--- src/rtl/gpioemu_mulcnt.sv ---
// Bus-mapped shift-add multiplier with result popcount and op counter.
// Bus strobes are edge-detected and serviced synchronously in clk domain.
module gpioemu_mulcnt #(
    parameter int          OP_W  = 24,
    parameter int          RES_W = 32,
    parameter int          CNT_W = 16,
    parameter logic [15:0] BASE  = 16'h0380
) (
    input  logic        clk,
    input  logic        n_reset,
    input  logic [15:0] saddress,
    input  logic        srd,
    input  logic        swr,
    input  logic [31:0] sdata_in,
    output logic [31:0] sdata_out,
    input  logic [31:0] gpio_in,
    input  logic        gpio_latch,
    output logic [31:0] gpio_out,
    output logic [31:0] gpio_in_s_insp
);

    localparam int AW = 2 * OP_W;

    typedef enum logic [1:0] {IDLE, MULT, COUNT, DONE} state_t;

    state_t             state;
    logic [OP_W-1:0]    a1;
    logic [OP_W-1:0]    a2;
    logic [AW-1:0]      acc;
    logic [AW-1:0]      mcand;
    logic [OP_W-1:0]    mplier;
    logic [5:0]         bitcnt;
    logic [RES_W-1:0]   result;
    logic [5:0]         popcnt;
    logic               done;
    logic               valid;
    logic [CNT_W-1:0]   op_count;
    logic [31:0]        gpio_in_s;
    logic               swr_d;
    logic               srd_d;
    logic               wr_ev;
    logic               rd_ev;
    logic [31:0]        rd_data;

    function automatic logic [5:0] ones(input logic [RES_W-1:0] v);
        logic [5:0] c;
        c = '0;
        for (int i = 0; i < RES_W; i++) c = c + 6'(v[i]);
        return c;
    endfunction

    assign wr_ev          = swr & ~swr_d;
    assign rd_ev          = srd & ~srd_d;
    assign gpio_out       = 32'(op_count);
    assign gpio_in_s_insp = gpio_in_s;

    always_comb begin
        rd_data = '0;
        case (saddress)
            BASE + 16'h10: rd_data = 32'(result);
            BASE + 16'h18: rd_data = 32'(popcnt);
            BASE + 16'h20: rd_data = {30'b0, done, valid};
            default:       rd_data = '0;
        endcase
    end

    always_ff @(posedge clk or negedge n_reset) begin
        if (!n_reset) begin
            state     <= IDLE;
            a1        <= '0;
            a2        <= '0;
            acc       <= '0;
            mcand     <= '0;
            mplier    <= '0;
            bitcnt    <= '0;
            result    <= '0;
            popcnt    <= '0;
            done      <= 1'b1;
            valid     <= 1'b1;
            op_count  <= '0;
            gpio_in_s <= '0;
            sdata_out <= '0;
            swr_d     <= 1'b0;
            srd_d     <= 1'b0;
        end else begin
            swr_d <= swr;
            srd_d <= srd;
            if (gpio_latch) gpio_in_s <= gpio_in;
            if (rd_ev) sdata_out <= rd_data;
            case (state)
                IDLE: begin
                    // Operand and start writes are only honoured while idle
                    if (wr_ev) begin
                        case (saddress)
                            BASE + 16'h00: a1 <= OP_W'(sdata_in);
                            BASE + 16'h08: a2 <= OP_W'(sdata_in);
                            BASE + 16'h20: begin
                                state  <= MULT;
                                acc    <= '0;
                                mcand  <= {{OP_W{1'b0}}, a1};
                                mplier <= a2;
                                bitcnt <= '0;
                                done   <= 1'b0;
                                valid  <= 1'b0;
                            end
                            default: ;
                        endcase
                    end
                end
                MULT: begin
                    if (mplier[0]) acc <= acc + mcand;
                    mcand  <= mcand << 1;
                    mplier <= mplier >> 1;
                    bitcnt <= bitcnt + 6'd1;
                    if (bitcnt == 6'(OP_W - 1)) state <= COUNT;
                end
                COUNT: begin
                    // Shift by the full width yields zero when nothing is cut off
                    result <= acc[RES_W-1:0];
                    valid  <= (acc >> RES_W) == '0;
                    popcnt <= ones(acc[RES_W-1:0]);
                    state  <= DONE;
                end
                DONE: begin
                    done     <= 1'b1;
                    op_count <= op_count + 1'b1;
                    state    <= IDLE;
                end
                default: state <= IDLE;
            endcase
        end
    end

endmodule

--- config.mk ---
export PLATFORM = sky130hd
export DESIGN_NAME = gpioemu_mulcnt
export DESIGN_NICKNAME = d
export VERILOG_FILES = /design/src/rtl/gpioemu_mulcnt.sv
export SDC_FILE = /design/constraint.sdc
export NUM_CORES = 1
export LEC_CHECK = 0
export ABC_AREA = 1
export BUFFER_PORTS_ARGS = -buffer_cell sky130_fd_sc_hd__buf_4
export CORE_ASPECT_RATIO = 0.5
export CORE_MARGIN = 2
export CORE_UTILIZATION = 65
export DETAILED_ROUTE_END_ITERATION = 8
export GPL_TIMING_DRIVEN = 1
export PLACE_DENSITY = 0.87
export SLEW_MARGIN = 30
export SYNTH_ARGS = -nofsm -noshare
export SYNTH_HDL_FRONTEND = slang
export SYNTH_SLANG_ARGS = --single-unit
--- constraint.sdc ---
create_clock -name clk -period 7.7 [get_ports clk]
set_clock_uncertainty 0.1 [all_clocks]
set_input_delay 1.925 -clock clk [delete_from_list [all_inputs] [get_ports clk]]
set_output_delay 1.925 -clock clk [all_outputs]
set_load 0.005 [all_outputs]
==> flow_metrics.py <==
metrics = {
    "status": {
        "outcome": "finished clean",
    },
    "drt": {
        "first_pass_iters": 5,
        "wl_per_cell_um": 16.02,
        "viasPerCell": 5.381,
        "drt_wl_total_mm": 45.40,
        "drtIter0Drc": 1499,
        "drc": 0,
        "ant_nets": 0,
        "vias": 15250,
    },
    "setup_path": {
        "r2r-start": "acc[1]",
        "start_kind": "flop",
        "crit_type": "reg2reg",
        "cp-end-kind": "flop",
        "reg2reg_to": "popcnt[4]",
        "arrival_ns": 5.41,
        "crit_start": "acc[1]",
        "critPathMaxFanout": 4,
        "r2r_setup_slack_ns": 2.61,
        "cp.required_ns": 8.02,
        "rr_worst_depth": 20,
    },
    "placed_design": {
        "port_buffers": 156,
        "gp_congestion": 0.9815,
        "pre_cts_ws_ns": 2.609,
        "dpl_cell_area_mm2": 0.01861,
        "post-dp-hpwl_mm": 33.04,
    },
    "floorplanning": {
        "core_area_mm2": 0.02622,
        "die_w_um": 234.1,
        "pin_count": 181,
        "die_y_um": 119.1,
        "initial_core_util": 0.6562,
        "die_area_mm2": 0.02787,
        "rows": 42,
    },
    "synth": {
        "synth-seq-area-share": 0.4335,
        "postSynthCellCount": 2331,
        "synth-edff-count": 0,
        "syn_area_mm2": 0.01721,
        "netlist-cell-type-count": 42,
        "ys_warn_count": 0,
        "synth_ff_type": "dfrtp_1",
        "async_reset_ff_frac": 1.000,
        "ys_seq_elements": 298,
        "syn_avg_cell_area_um2": 7.382,
    },
    "cells_and_area": {
        "mostFrequentLayoutCells": "nand2_1 (975), inv_1 (337), dfrtp_1 (296), buf_4 (165), nand3_1 (136)",
        "layout-drive-gt1-share": 0.1134,
        "syn_to_final_growth_pct": 13.34,
        "final_design_area_no_fill_mm2": 0.01950,
        "finalNetCount": 2628,
        "layout_commonest_cell": "nand2_1",
        "final_util": 0.7437,
    },
    "timing": {
        "fin_crit_ns": 5.094,
        "hold_violations": 0,
        "max_freq_mhz": 196.3,
        "rsz0062_at_grt": "no",
        "fin_ws_ns": 2.606,
        "slew_viol_final": 0,
        "finalCritPeriodShare": 0.6615,
        "finalSetupViolCount": 0,
        "setup_tns_ns": 0,
        "worst_pin_slew_ns": 0.9397,
        "worst_slew_margin_rel": 0.3735,
    },
    "hold_path": {
        "hp-class": "reg2reg",
        "holdPathEnd": "mplier[0]",
        "hp-start": "mplier[0]",
        "hold_depth": 2,
    },
    "clock_network": {
        "root_buffer": "clkbuf_16",
        "cts_sinks": 298,
        "path_clk_slew_ns": 0.07,
        "clk_latency_ns": 0.56,
        "cts_hold_buf": 0,
        "cts_setup_buffers": 0,
        "cts_tree": "yes",
        "cts_buffers": 26,
        "cts_buffer_depth": 3,
        "cts_resized": 0,
        "htree_levels": 1,
    },
    "power_and_ir_drop": {
        "total_leakage_power_nw": 10.92,
        "power_per_cell_area_mw_per_mm2": 157.1,
        "peakVddDrop_mv": 0.1462,
    },
    "run": {
        "cap_violations": 0,
    },
    "grt": {
        "grt_pass1_wl_mm": 73.28,
        "grt_use_total": 0.3361,
        "grt_overflow": 0,
        "grt_pass1_vias": 14070,
        "antenna_found_initial": 4,
        "grt_max_degree": 164,
    },
}
-- logic make-up after synthesis --
kind of cell	share of synthesized area
AO/OA/AOI/OAI	0.05868
XOR/XNOR	0.01578
adder cells (fa/ha/maj)	0.07271
buffers and inverters	0.09816
flip-flops	0.4335
multiplexers	0.02094
other	0.0002179
AND/OR/NAND/NOR	0.3000
-- metal layers --
layer / vias to the layer above / track usage / routed length (um)
li1: 7421 / - / -
met3: 67 / 0.05915 / 4123
met4: 0 / 0.08940 / 1051
met5: - / 0 / 0
met2: 584 / 0.4932 / 19350
met1: 7179 / 0.5158 / 20870
-- worst max-delay path: stages (launching register included) --
cell     delay (ns)
dfrtp_1        0.45
inv_1          0.14
fa_1           0.53
inv_1          0.06
fa_1           0.53
fa_1           0.45
fa_1           0.50
fa_1           0.52
inv_1          0.05
fa_1           0.43
inv_1          0.08
ha_1           0.16
inv_1          0.06
fa_1           0.36
inv_1          0.09
nand2_1        0.07
nand2_1        0.06
a21oi_1        0.06
xnor2_1        0.12
nand2_1        0.05
o21ai_0        0.08
-- synth_stat cells, types with 5 or more instances --
| master | n | area [um2] |
|---|---|---|
| dfrtp_1 | 296 | 7407 |
| inv_1 | 337 | 1265 |
| nor3_1 | 8 | 40.04 |
| xnor2_1 | 22 | 192.7 |
| ha_1 | 60 | 750.7 |
| clkbuf_1 | 43 | 161.4 |
| nor4_1 | 6 | 37.54 |
| or2_2 | 12 | 75.07 |
| fa_1 | 25 | 500.5 |
| a21oi_1 | 29 | 145.1 |
| xor2_1 | 9 | 78.83 |
| nand3_1 | 137 | 685.7 |
| mux2_2 | 32 | 360.4 |
| nand4_1 | 19 | 118.9 |
| o22ai_1 | 5 | 31.28 |
| buf_2 | 15 | 75.07 |
| o21ai_1 | 7 | 35.03 |
| buf_1 | 7 | 26.28 |
| nor2_1 | 111 | 416.7 |
| nand2_1 | 976 | 3664 |
| o21ai_0 | 94 | 470.5 |
| buf_4 | 19 | 142.6 |
| o21ai_2 | 9 | 78.83 |
| o31ai_1 | 26 | 195.2 |
-- sequential cells by signal (all words and copies together) (netlist names) --
register and flops:
srd_d 1, acc 48, result 32, mplier 24
gpio_in_s_insp 32, swr_d 1, mcand 48, sdata_out 32
done 1, bitcnt 6, popcnt 6, a1 24
valid 1, a2 24, state 2, op_count 16
-- where the power goes --
part | leakage, nW | switching, mW | internal [mW]
Sequential | 4.05 | 0.00930 | 1.58
Clock | 0.421 | 0.613 | 0.724
Combinational | 6.45 | 0.0718 | 0.0646
Total | 10.9 | 0.694 | 2.37
-- worst max path at each step --
stage                            to  cells after the start
after global placement    popcnt[4]                     20
after CTS                 popcnt[5]                     17
after detailed placement  popcnt[4]                     20
final                     popcnt[4]                     20
after floorplan           popcnt[4]                     20
after global routing      popcnt[4]                     20
-- cell type report --
type	count	area, um2
Tap cell	352	440.4
Timing Repair Buffer	169	1329
Multi-Input combinational cell	1624	8132
Inverter	339	1272
Fill cell	2024	6720
Clock inverter	16	156.4
Antenna cell	4	10.01
Sequential cell	298	7460
Clock buffer	32	703.2
-- stage by stage --
step,hold slack (ns),std cells,power (mW)
final,0.3722,2834,3.065
after global routing,0.3877,2834,3.163
after CTS,0.3749,2829,3.080
after detailed placement,0.3582,2781,1.758
after global placement,0.3531,2780,1.752
after floorplan,0.3422,2346,1.664
Note: power is estimated with default switching activity, not from simulation.
